===== src/rtl/pipeline_result_buffer.sv =====
// ---------------------------------------------------------------------------
// PipelineResultBuffer
// Small in-order FIFO that sits after a stallable adder. It captures
// {carry, sum} results, exposes them to a downstream consumer through a
// valid/ready handshake, and back-pressures the adder with allow_out.
// allow_out depends only on registered occupancy and rst, never on ready_in,
// so a full buffer refuses a push even in a cycle where it also pops.
// Optional feature: define RESULT_COUNTER_EN to count pops on result_cnt;
// without it result_cnt is tied to zero.
// ---------------------------------------------------------------------------
module pipeline_result_buffer #(
   parameter int WIDTH = 32,
   parameter int DEPTH = 4
) (
   input  logic                     clk,
   input  logic                     rst,
   input  logic                     valid_in,
   input  logic                     c_in,
   input  logic [WIDTH-1:0]         sum_in,
   output logic                     allow_out,
   output logic                     valid_out,
   input  logic                     ready_in,
   output logic [WIDTH:0]           data_out,
   output logic [$clog2(DEPTH):0]   count,
   output logic                     overflow_err,
   output logic [15:0]              result_cnt
);

   localparam int PW = $clog2(DEPTH);
   localparam int CW = PW + 1;
   localparam logic [CW-1:0] C_FULL   = CW'(DEPTH);
   localparam logic [CW-1:0] C_ONE    = CW'(1);
   localparam logic [PW-1:0] C_PTRONE = PW'(1);

   logic [WIDTH:0]  r_mem [DEPTH];
   logic [PW-1:0]   r_wrPtr;
   logic [PW-1:0]   r_rdPtr;
   logic [CW-1:0]   r_count;
   logic            r_overflow;

   logic            w_push;
   logic            w_pop;
   logic            w_overflowAttempt;

   // Handshake decode; rst forces both sides idle so nothing moves in reset
   assign allow_out         = !rst && (r_count < C_FULL);
   assign valid_out         = !rst && (r_count != '0);
   assign w_push            = valid_in && allow_out;
   assign w_pop             = valid_out && ready_in;
   assign w_overflowAttempt = !rst && valid_in && !allow_out;

   assign data_out     = valid_out ? r_mem[r_rdPtr] : '0;
   assign count        = r_count;
   assign overflow_err = r_overflow;

   // Storage array; contents need no reset because occupancy gates visibility
   always_ff @(posedge clk) begin
      if (w_push) begin
         r_mem[r_wrPtr] <= {c_in, sum_in};
      end
   end

   // Pointers, occupancy and sticky overflow flag
   always_ff @(posedge clk) begin
      if (rst) begin
         r_wrPtr    <= '0;
         r_rdPtr    <= '0;
         r_count    <= '0;
         r_overflow <= 1'b0;
      end else begin
         if (w_push) begin
            r_wrPtr <= r_wrPtr + C_PTRONE;
         end
         if (w_pop) begin
            r_rdPtr <= r_rdPtr + C_PTRONE;
         end
         case ({w_push, w_pop})
            2'b10:   r_count <= r_count + C_ONE;
            2'b01:   r_count <= r_count - C_ONE;
            default: r_count <= r_count;
         endcase
         if (w_overflowAttempt) begin
            r_overflow <= 1'b1;
         end
      end
   end

`ifdef RESULT_COUNTER_EN
   logic [15:0] r_resultCnt;

   // Free-running pop counter, wraps naturally at 16 bits
   always_ff @(posedge clk) begin
      if (rst) begin
         r_resultCnt <= '0;
      end else if (w_pop) begin
         r_resultCnt <= r_resultCnt + 16'd1;
      end
   end

   assign result_cnt = r_resultCnt;
`else
   assign result_cnt = '0;
`endif

endmodule


===== config.mk =====
export PLATFORM = sky130hd
export DESIGN_NAME = pipeline_result_buffer
export DESIGN_NICKNAME = d
export VERILOG_FILES = /design/src/rtl/pipeline_result_buffer.sv
export SDC_FILE = /design/constraint.sdc
export NUM_CORES = 1
export LEC_CHECK = 0
export ABC_CLOCK_PERIOD_IN_PS = 3500
export BUFFER_PORTS_ARGS = -buffer_cell sky130_fd_sc_hd__buf_2
export CORE_MARGIN = 1
export CORE_UTILIZATION = 55
export CTS_CLUSTER_SIZE = 12
export DETAILED_ROUTE_END_ITERATION = 8
export PLACE_DENSITY = 0.78
export SKIP_LAST_GASP = 1
export SLEW_MARGIN = 20
export SYNTH_ARGS = -nofsm -noshare
export SYNTH_HDL_FRONTEND = slang
export SYNTH_SLANG_ARGS = --single-unit

===== constraint.sdc =====
create_clock -name clk -period 3.5 [get_ports clk]
set_input_delay 0.35 -clock clk [delete_from_list [all_inputs] [get_ports clk]]
set_output_delay 0.35 -clock clk [all_outputs]
set_load 0.05 [all_outputs]

After elaboration in Yosys (flattened, before gate mapping)
Memory sizes are Yosys's and may differ from the RTL's. A register that Yosys moved wholly into a read port is not among the register bits.
Index checks and enable logic that the tools add are counted.
{"block": "classes", "n_eq_ne": 2, "addsub": 4, "muxes": 6, "order_cmp": 1, "reduce_logical": 10}
{"operator": "2-to-1 mux 33 bit", "n": 1}
{"operator": "logical AND 1 bit", "n": 6}
{"operator": "one-hot mux 3 bit (2 select lines)", "n": 1}
{"operator": "adder 2 x 1 -> 2 bit (second input constant)", "n": 2}
{"operator": "2-to-1 mux 2 bit", "n": 2}
{"operator": "adder 3 x 1 -> 3 bit (second input constant)", "n": 1}
{"operator": "< comparator 3 bit (second input constant)", "n": 1}
{"operator": "nonzero test 3 bit", "n": 1}
{"operator": "subtractor 3 x 1 -> 3 bit (second input constant)", "n": 1}
{"operator": "== test 2 x 1 -> 1 bit (second input constant)", "n": 1}
{"operator": "== test 2 bit (second input constant)", "n": 1}
{"operator": "logical NOT 1 bit", "n": 2}
{"operator": "2-to-1 mux 1 bit", "n": 2}
{"operator": "nonzero test 2 bit", "n": 1}
{"block": "word_totals", "ram_bits": 132, "n_memories": 1, "in_bits": 37, "ff_bits": 8, "elab_cells": 28}
{"memory": "r_mem", "depth": 4, "width": 33, "rd": 1, "rd_clocked_by_memory_dff": 1, "wr": 1, "line_no": "35", "rtl": "logic [WIDTH:0] r_mem [DEPTH];"}

Logic depth before layout (Yosys ltp)
Gate-level depths: netlist of the first run.
{"block": "logic_depth", "word_depth": 5, "mapped_depth": 8}

Worst setup path after synthesis of the first run
No wires, ideal clock.
{"block": "synth_timing", "path_type": "reg-to-output", "from": "reg r_count[2] (netlist: count[2])", "to": "out data_out[23]", "required_time_ps": 3150, "t_arrival_ps": 2202, "path_slack_ps": 948, "stages_incl_launch_ff": 5, "cell_sequence": "dfxtp_1 > nor3_1 > nor2_2 > clkbuf_1 > and2_1"}
{"block": "synth_between", "elab_chain_len": 3}
{"element": "start, declared", "line_no": "38", "rtl": "logic [CW-1:0] r_count;"}
{"element": "start signal, assigned", "line_no": "78", "rtl": "2'b10: r_count <= r_count + C_ONE;"}
{"element": "start signal, assigned", "line_no": "79", "rtl": "2'b01: r_count <= r_count - C_ONE;"}
{"element": "start signal, assigned", "line_no": "80", "rtl": "default: r_count <= r_count;"}
{"element": "nonzero test 3 bit", "line_no": "47", "rtl": "assign valid_out = !rst && (r_count != '0);"}
{"element": "logical AND 1 bit", "line_no": "47"}
{"element": "named net valid_out", "line_no": "21", "rtl": "output logic valid_out,"}
{"element": "2-to-1 mux 33 bit", "line_no": "52", "rtl": "assign data_out = valid_out ? r_mem[r_rdPtr] : '0;"}
{"element": "end, declared", "line_no": "23", "rtl": "output logic [WIDTH:0] data_out,"}
The timed path passes the listed nets, and every way through them passes these cells.

==> flow_summary.html, run 1 <==
<table>
<tr><th>Metric</th><th>Value</th></tr>
<tr><th colspan="2">Status</th></tr>
<tr><td>Outcome</td><td>finished clean</td></tr>
<tr><th colspan="2">Min path</th></tr>
<tr><td>Worst hold path cell count</td><td>1</td></tr>
<tr><td>Type of the tightest min-delay check</td><td>in -&gt; reg</td></tr>
<tr><td>Hold Path Sink</td><td>r_mem[0][19]</td></tr>
<tr><td>Min-Delay Startpoint</td><td>sum_in[19]</td></tr>
<tr><th colspan="2">Critical path</th></tr>
<tr><td>Data arrival time of the critical path</td><td>2.51 ns</td></tr>
<tr><td>Reg2Reg Depth</td><td>8</td></tr>
<tr><td>Element type at the critical path end</td><td>primary output</td></tr>
<tr><td>Setup Crit Path Kind</td><td>reg -&gt; out</td></tr>
<tr><td>Startpoint of the lowest-slack register-to-register path</td><td>count[2]</td></tr>
<tr><td>Crit-path max FO</td><td>18</td></tr>
<tr><td>Startpoint type of the worst setup path</td><td>flip-flop</td></tr>
<tr><td>Data required time of the worst path</td><td>3.15 ns</td></tr>
<tr><td>Register-to-Register Setup Slack</td><td>1.23 ns</td></tr>
<tr><td>FF-to-FF End</td><td>count[2]</td></tr>
<tr><th colspan="2">Routing</th></tr>
<tr><td>DRC errors left</td><td>0</td></tr>
<tr><td>Vias after detailed routing</td><td>2,717</td></tr>
<tr><td>Routed via count divided by cell count</td><td>5.35</td></tr>
<tr><td>Iter 0 DRT Violations</td><td>204</td></tr>
<tr><td>Post-DR wirelength/cell</td><td>18.6 um</td></tr>
<tr><td>Number of nets still failing antenna checks after routing</td><td>0</td></tr>
<tr><td>Total detailed-routing wirelength</td><td>9470 um</td></tr>
<tr><td>First-pass DRT Iterations</td><td>4</td></tr>
<tr><th colspan="2">Global routing</th></tr>
<tr><td>Residual overflow from global routing</td><td>0</td></tr>
<tr><td>Vias in the first global route</td><td>2,751</td></tr>
<tr><td>Overall track demand over capacity in global routing</td><td>19.7%</td></tr>
<tr><td>First-pass GRT wire length</td><td>14,400 um</td></tr>
<tr><td>Largest net degree at the start of global routing</td><td>35</td></tr>
<tr><td>Antenna violations before repair</td><td>1</td></tr>
<tr><th colspan="2">Yosys</th></tr>
<tr><td>Warning count from the yosys run</td><td>0</td></tr>
<tr><td>Post-synthesis sequential area ratio</td><td>74.3%</td></tr>
<tr><td>Synth top area share</td><td>70.7%</td></tr>
<tr><td>Post-Syn Instances</td><td>277</td></tr>
<tr><td>Cell taking the most area after synthesis</td><td>sky130_fd_sc_hd__edfxtp_1</td></tr>
<tr><td>Number of flops mapped to enable cells by yosys</td><td>132</td></tr>
<tr><td>Register bit count reported by yosys</td><td>142</td></tr>
<tr><td>Yosys cell types</td><td>25</td></tr>
<tr><td>Post-Synthesis Cell Area</td><td>0.00561 mm2</td></tr>
<tr><td>Predominant post-synthesis flop cell</td><td>sky130_fd_sc_hd__edfxtp_1</td></tr>
<tr><td>Ys async rst share</td><td>0%</td></tr>
<tr><td>Dominant cells by area after synthesis</td><td>sky130_fd_sc_hd__edfxtp_1 71%, sky130_fd_sc_hd__mux4_2 12%, sky130_fd_sc_hd__and2_1 4.2%</td></tr>
<tr><td>Synthesized area per cell</td><td>20.2 um2</td></tr>
<tr><th colspan="2">STA</th></tr>
<tr><td>Hold WS</td><td>0.0453 ns</td></tr>
<tr><td>Endpoints failing setup</td><td>0</td></tr>
<tr><td>Maximum frequency from static timing analysis</td><td>0.350 GHz</td></tr>
<tr><td>RSZ-0062 raised after global routing</td><td>no</td></tr>
<tr><td>Hold Violations, Final</td><td>0</td></tr>
<tr><td>Clock period minus worst slack</td><td>2.86 ns</td></tr>
<tr><td>Sum of negative setup slack</td><td>0 ns</td></tr>
<tr><td>Slew Limit Headroom</td><td>39.9%</td></tr>
<tr><td>Final max-slew violation count</td><td>0</td></tr>
<tr><td>Transition time at the pin with the least slew margin</td><td>0.901 ns</td></tr>
<tr><td>Worst-case clock skew</td><td>0.00589 ns</td></tr>
<tr><td>Tcrit/Tclk final</td><td>81.6%</td></tr>
<tr><th colspan="2">CTS</th></tr>
<tr><td>Number of buffers inserted for hold repair after clock tree synthesis</td><td>0</td></tr>
<tr><td>Buffer levels on the longest clock path</td><td>2</td></tr>
<tr><td>Clk sink count</td><td>142</td></tr>
<tr><td>Clk Latency, worst-skew pair</td><td>0.51 ns</td></tr>
<tr><td>Number of buffers created by CTS</td><td>17</td></tr>
<tr><td>CTS tree</td><td>done</td></tr>
<tr><td>H-tree depth</td><td>4</td></tr>
<tr><td>Post-CTS Setup Bufs</td><td>0</td></tr>
<tr><td>Clock Pin Slew Worst Setup and Hold Paths</td><td>0.06 ns</td></tr>
<tr><td>Root buffer cell</td><td>sky130_fd_sc_hd__clkbuf_8</td></tr>
<tr><td>Number of instances resized during post-cts repair</td><td>0</td></tr>
<tr><th colspan="2">Pwr</th></tr>
<tr><td>Worst IR drop on VDD</td><td>0.349 mV</td></tr>
<tr><td>Lkg Pwr</td><td>2.38 nW</td></tr>
<tr><td>Post-layout total power</td><td>4.24 mW</td></tr>
<tr><td>Areal power density over the cells</td><td>640 mW/mm2</td></tr>
<tr><th colspan="2">Cells and area</th></tr>
<tr><td>Number of nets in the final layout</td><td>404</td></tr>
<tr><td>Fraction of final layout cells sized beyond drive strength 1</td><td>38.8%</td></tr>
<tr><td>Count of fill cells added during filler insertion</td><td>664</td></tr>
<tr><td>Growth of design area from synthesis to finish</td><td>18.2%</td></tr>
<tr><td>Final core occ</td><td>67.5%</td></tr>
<tr><th colspan="2">Floorplan</th></tr>
<tr><td>DIE AREA</td><td>0.0106 mm2</td></tr>
<tr><td>Chip height</td><td>103 um</td></tr>
<tr><td>Total core area</td><td>0.00982 mm2</td></tr>
<tr><td>Placement Rows</td><td>36</td></tr>
<tr><td>Num ports</td><td>92</td></tr>
<tr><td>Initial cell density of the core</td><td>57.1%</td></tr>
<tr><td>Die width</td><td>103 um</td></tr>
<tr><th colspan="2">Placed design</th></tr>
<tr><td>Estimated wirelength of the detail-placed design</td><td>5440 um</td></tr>
<tr><td>Last weighted congestion value of the routability-driven placer</td><td>0.669</td></tr>
<tr><td>Port Buffer Count</td><td>75</td></tr>
<tr><th colspan="2">Run</th></tr>
<tr><td>Max-capacitance violation count</td><td>0</td></tr>
</table>
[worst max path at each step]
stage	from	to	slack, ns	cells past startpoint
finish	flip-flop	data_out[3]	0.64	4
global route	flip-flop	data_out[3]	0.46	4
CTS	flip-flop	data_out[3]	0.55	4
detailed placement	flip-flop	data_out[3]	1.12	4
global placement	flip-flop	data_out[3]	1.13	4
floorplan	count[2]	data_out[23]	0.95	4
[registers in the layout (all words and copies together), names as in the netlist, named ones only]
register,count
overflow_err,1
r_rdPtr,2
r_mem,132
count,3
r_wrPtr,2
[cells in the mapped netlist (all sizes together), types with 3 or more instances]
cell / instances
a21oi: 3
ha: 5
and2: 38
nor2: 8
buf: 23
inv: 3
dfxtp: 10
mux4: 33
edfxtp: 132
clkbuf: 5
[critical path, cell delays in order (launching register included)]
cell and delay [ns]:
sky130_fd_sc_hd__dfxtp_2 0.73, sky130_fd_sc_hd__buf_4 0.35, sky130_fd_sc_hd__mux4_2 0.52, sky130_fd_sc_hd__and2_1 0.18, sky130_fd_sc_hd__buf_2 0.21
[cell families (layout without fill, tap and decap cells)]
group | Yosys count | count (layout) | synth area share (%)
muxes | 34 | 34 | 13.6
other | 1 | 17 | 0.0669
and+or+nand+nor | 52 | 52 | 5.49
buffers and inverters | 31 | 113 | 3.75
xor gates and xnor gates | 4 | 4 | 0.625
AOI/OAI and AO/OA | 7 | 7 | 0.714
DFF | 142 | 142 | 74.3
adders and majority gates | 6 | 6 | 1.47
[routing by layer]
| layer | track usage (%) | part of all wire, % | vias up |
|---|---|---|---|
| li1 | - | - | 1222 |
| met1 | 24.1 | 41 | 1399 |
| met2 | 32.9 | 53 | 86 |
| met3 | 5.76 | 4.4 | 10 |
| met4 | 8.88 | 1.4 | 0 |
| met5 | 0 | 0 | - |
[per-stage QoR]
| step | std cells | worst slack [ns] | area [um2] |
|---|---|---|---|
| after floorplan | 292 | 0.948 | 5660 |
| after global placement | 475 | 1.13 | 6040 |
| after detailed placement | 475 | 1.12 | 6040 |
| after CTS | 507 | 0.554 | 6620 |
| after global routing | 507 | 0.456 | 6620 |
| final | 508 | 0.645 | 6630 |
[power breakdown]
part | switching [mW] | internal [mW] | total [mW]
Combinational | 0.337 | 0.182 | 0.519
Clock | 0.678 | 1.08 | 1.76
Sequential | 0.0455 | 1.91 | 1.96
[cells in the final DEF, fill, tap and decap left out, drive strengths merged, types with 4 or more instances in the layout]
cell type / instances
buf: 78
ha: 5
dfxtp: 10
and2: 38
clkbuf: 18
edfxtp: 132
clkinv: 7
inv: 4
nor2: 8
mux4: 33
conb: 16
[area by class of cell]
type                    count  area, um2  area share, %
multi-input cells         119       1290           19.5
flip-flops and latches    142       4170           62.9
clock buffers              18        418           6.31
clock inverters            14        169           2.55
well taps                 133        166           2.51
repair buffers             78        398           6.00
diodes                      1       2.50         0.0378
inverters                   3       11.3          0.170
(Power assumes the default switching activity.)
==> run 2: changes to the inputs <==
ABC_CLOCK_PERIOD_IN_PS = 2500   (was 3500)
CORE_UTILIZATION = 50   (was 55)
PLACE_DENSITY = 0.75   (was 0.78)
clock period = 2.5 ns   (was 3.5 ns; I/O delays follow)
==> run 2 against run 1 <==
  * Clock skew grew 0.0036 ns
  * Worst setup slack lost 0.52 ns
  * Power grew 37%
  * Worst hold slack gained 0.017 ns
  * Combinational power grew 58%
  * Core utilization shrank 2.6 points
  * Critical path depth is the same
  * Die area grew 9.8%
  * Design area grew 6.6%
  * Via count grew 5.0%
  * Sequential cell count is the same
  * First-iteration DRC count shrank 16%
  * Critical path type unchanged
  * Largest power group unchanged
==> flow_summary.html, run 2 (synthesis results as in run 1) <==
<table>
<tr><th>Metric</th><th>Value</th></tr>
<tr><th colspan="2">Status</th></tr>
<tr><td>Outcome</td><td>finished clean</td></tr>
<tr><th colspan="2">STA</th></tr>
<tr><td>Sum of negative setup slack</td><td>0 ns</td></tr>
<tr><td>Final max-slew violation count</td><td>0</td></tr>
<tr><td>Final setup margin</td><td>0.128 ns</td></tr>
<tr><td>Hold WS</td><td>0.0622 ns</td></tr>
<tr><td>Tcrit/Tclk final</td><td>94.9%</td></tr>
<tr><td>Hold Violations, Final</td><td>0</td></tr>
<tr><td>Endpoints failing setup</td><td>0</td></tr>
<tr><td>Maximum frequency from static timing analysis</td><td>0.422 GHz</td></tr>
<tr><td>Worst-case clock skew</td><td>0.00946 ns</td></tr>
<tr><td>Clock period minus worst slack</td><td>2.37 ns</td></tr>
<tr><td>RSZ-0062 raised after global routing</td><td>no</td></tr>
<tr><th colspan="2">Pwr</th></tr>
<tr><td>NetSw</td><td>1.50 mW</td></tr>
<tr><td>Worst IR drop on VDD</td><td>0.418 mV</td></tr>
<tr><td>Clock power share</td><td>39.2%</td></tr>
<tr><td>Lkg Pwr</td><td>2.58 nW</td></tr>
<tr><td>Areal power density over the cells</td><td>825 mW/mm2</td></tr>
<tr><td>Fraction of power consumed by combinational cells</td><td>14.0%</td></tr>
<tr><td>Switching part of the total power</td><td>25.7%</td></tr>
<tr><td>Portion of total power attributed to sequential cells</td><td>46.8%</td></tr>
<tr><td>Post-layout total power</td><td>5.83 mW</td></tr>
<tr><td>Cell-internal power</td><td>4.33 mW</td></tr>
<tr><th colspan="2">CTS</th></tr>
<tr><td>Buffer levels on the longest clock path</td><td>2</td></tr>
<tr><td>H-tree depth</td><td>4</td></tr>
<tr><td>Post-CTS Setup Bufs</td><td>0</td></tr>
<tr><td>CTS tree</td><td>done</td></tr>
<tr><td>Clk Latency, worst-skew pair</td><td>0.51 ns</td></tr>
<tr><td>Number of buffers created by CTS</td><td>17</td></tr>
<tr><td>Clk sink count</td><td>142</td></tr>
<tr><td>Root buffer cell</td><td>sky130_fd_sc_hd__clkbuf_8</td></tr>
<tr><td>Clock Pin Slew Worst Setup and Hold Paths</td><td>0.06 ns</td></tr>
<tr><th colspan="2">Global routing</th></tr>
<tr><td>Residual overflow from global routing</td><td>0</td></tr>
<tr><td>Overall track demand over capacity in global routing</td><td>18.3%</td></tr>
<tr><td>Vias in the first global route</td><td>2,999</td></tr>
<tr><td>First-pass GRT wire length</td><td>15,000 um</td></tr>
<tr><td>Largest net degree at the start of global routing</td><td>35</td></tr>
<tr><td>Antenna violations before repair</td><td>0</td></tr>
<tr><th colspan="2">Floorplan</th></tr>
<tr><td>Chip height</td><td>108 um</td></tr>
<tr><td>Placement Rows</td><td>38</td></tr>
<tr><td>Die width</td><td>108 um</td></tr>
<tr><td>Total core area</td><td>0.0109 mm2</td></tr>
<tr><td>DIE AREA</td><td>0.0116 mm2</td></tr>
<tr><td>Num ports</td><td>92</td></tr>
<tr><td>Initial cell density of the core</td><td>51.5%</td></tr>
<tr><th colspan="2">Critical path</th></tr>
<tr><td>Crit-path max FO</td><td>11</td></tr>
<tr><td>Data required time of the worst path</td><td>2.25 ns</td></tr>
<tr><td>Startpoint type of the worst setup path</td><td>flip-flop</td></tr>
<tr><td>Setup Crit Path Kind</td><td>reg -&gt; out</td></tr>
<tr><td>Data arrival time of the critical path</td><td>2.12 ns</td></tr>
<tr><td>Element type at the critical path end</td><td>primary output</td></tr>
<tr><th colspan="2">Cells and area</th></tr>
<tr><td>Antenna Cells</td><td>0</td></tr>
<tr><td>Count of fill cells added during filler insertion</td><td>786</td></tr>
<tr><td>Biggest register</td><td>r_mem</td></tr>
<tr><td>Most frequent standard cell in the layout excluding fill and tap cells</td><td>sky130_fd_sc_hd__edfxtp_1</td></tr>
<tr><td>Number of non-filler instances in the completed layout</td><td>559</td></tr>
<tr><td>Number of nets in the final layout</td><td>449</td></tr>
<tr><td>Fraction of final layout cells sized beyond drive strength 1</td><td>37.7%</td></tr>
<tr><td>Largest register FFs</td><td>132</td></tr>
<tr><td>Commonest cells after routing, fill and taps aside</td><td>132 x sky130_fd_sc_hd__edfxtp_1, 75 x sky130_fd_sc_hd__buf_2, 34 x sky130_fd_sc_hd__and2_1, 34 x sky130_fd_sc_hd__dlygate4sd3_1, 30 x sky130_fd_sc_hd__mux4_2</td></tr>
<tr><td>Growth of design area from synthesis to finish</td><td>25.9%</td></tr>
<tr><th colspan="2">Placed design</th></tr>
<tr><td>DP Worst Slack</td><td>0.269 ns</td></tr>
<tr><td>Placed instance count</td><td>493</td></tr>
<tr><td>Last weighted congestion value of the routability-driven placer</td><td>0.726</td></tr>
<tr><td>Port Buffer Count</td><td>75</td></tr>
<tr><td>Estimated wirelength of the detail-placed design</td><td>5800 um</td></tr>
<tr><th colspan="2">Min path</th></tr>
<tr><td>Type of the tightest min-delay check</td><td>in -&gt; reg</td></tr>
<tr><th colspan="2">Routing</th></tr>
<tr><td>Post-DR wirelength/cell</td><td>17.1 um</td></tr>
<tr><td>Vias after detailed routing</td><td>2,852</td></tr>
<tr><td>Total detailed-routing wirelength</td><td>9540 um</td></tr>
<tr><td>First-pass DRT Iterations</td><td>4</td></tr>
<tr><td>Routed via count divided by cell count</td><td>5.10</td></tr>
<tr><td>Number of nets still failing antenna checks after routing</td><td>0</td></tr>
<tr><td>DRC errors left</td><td>0</td></tr>
<tr><td>Iter 0 DRT Violations</td><td>171</td></tr>
<tr><th colspan="2">Run</th></tr>
<tr><td>Max-capacitance violation count</td><td>0</td></tr>
</table>
-- run 2: cell count changes in the layout (fill, tap and decap cells not counted) --
| cell | previous run | this run |
|---|---|---|
| sky130_fd_sc_hd__inv_8 | 0 | 1 |
| sky130_fd_sc_hd__dfxtp_4 | 0 | 1 |
| sky130_fd_sc_hd__inv_6 | 1 | 3 |
| sky130_fd_sc_hd__bufinv_16 | 3 | 1 |
| sky130_fd_sc_hd__dlygate4sd3_1 | 0 | 34 |
| sky130_fd_sc_hd__buf_4 | 3 | 11 |
| sky130_fd_sc_hd__clkinvlp_4 | 3 | 2 |
| sky130_fd_sc_hd__clkbuf_1 | 1 | 0 |
| sky130_fd_sc_hd__dfxtp_2 | 2 | 1 |
| sky130_fd_sc_hd__clkinv_1 | 2 | 1 |
| sky130_fd_sc_hd__clkinv_2 | 1 | 2 |
| sky130_fd_sc_hd__diode_2 | 1 | 0 |
| sky130_fd_sc_hd__buf_12 | 0 | 3 |
| sky130_fd_sc_hd__clkinv_4 | 4 | 5 |
-- run 2: worst paths after layout --
kind	start	to	slack (ns)	depth (start not counted)
worst max-delay path	flip-flop	data_out[0]	0.13	4
worst min-delay path	rst	flip-flop	0.06	2
worst max register to register	count[2]	count[2]	0.25	8
worst min register to register	overflow_err	overflow_err	0.48	2
-- run 2: power groups by stage --
stage,combinational (mW),sequential (mW),clock [mW]
floorplan,0.606,2.77,0
global placement,0.778,2.77,0
detailed placement,0.786,2.77,0
CTS,0.830,2.73,2.33
global route,0.877,2.73,2.42
finish,0.818,2.72,2.28
-- run 2: worst max-delay path, cell delays in order, from the launching register on --
cell	delay, ns
sky130_fd_sc_hd__dfxtp_4	0.48
sky130_fd_sc_hd__buf_12	0.19
sky130_fd_sc_hd__mux4_1	0.56
sky130_fd_sc_hd__and2_1	0.17
sky130_fd_sc_hd__buf_2	0.20
-- run 2: final cells by class --
cell class | count | area, um2 | area share (%)
Clock buffer | 17 | 414 | 5.86
Clock inverter | 15 | 140 | 1.98
Inverter | 3 | 11.3 | 0.159
Multi-Input combinational cell | 119 | 1290 | 18.3
Sequential cell | 142 | 4170 | 59.0
Tap cell | 140 | 175 | 2.48
Timing Repair Buffer | 123 | 858 | 12.2
-- run 2: timing repair --
action / CTS / global route
hold endpoints to repair: 133 / 0
resized for setup: 1 / 0
endpoints found under the setup margin: 20 / 0
hold buffers: 34 / 0
-- run 2: stage by stage --
stage	util (%)	area [um2]
finish	64.9	7060
global route	64.9	7060
CTS	64.9	7060
detailed placement	56.6	6170
global placement	56.6	6170
floorplan	-	5660
-- run 2: layer usage --
layer / track usage (%) / share of wire (%)
met1: 21.1 / 40
met2: 32.0 / 54
met3: 6.42 / 4.7
met4: 6.07 / 1.1
met5: 0 / 0
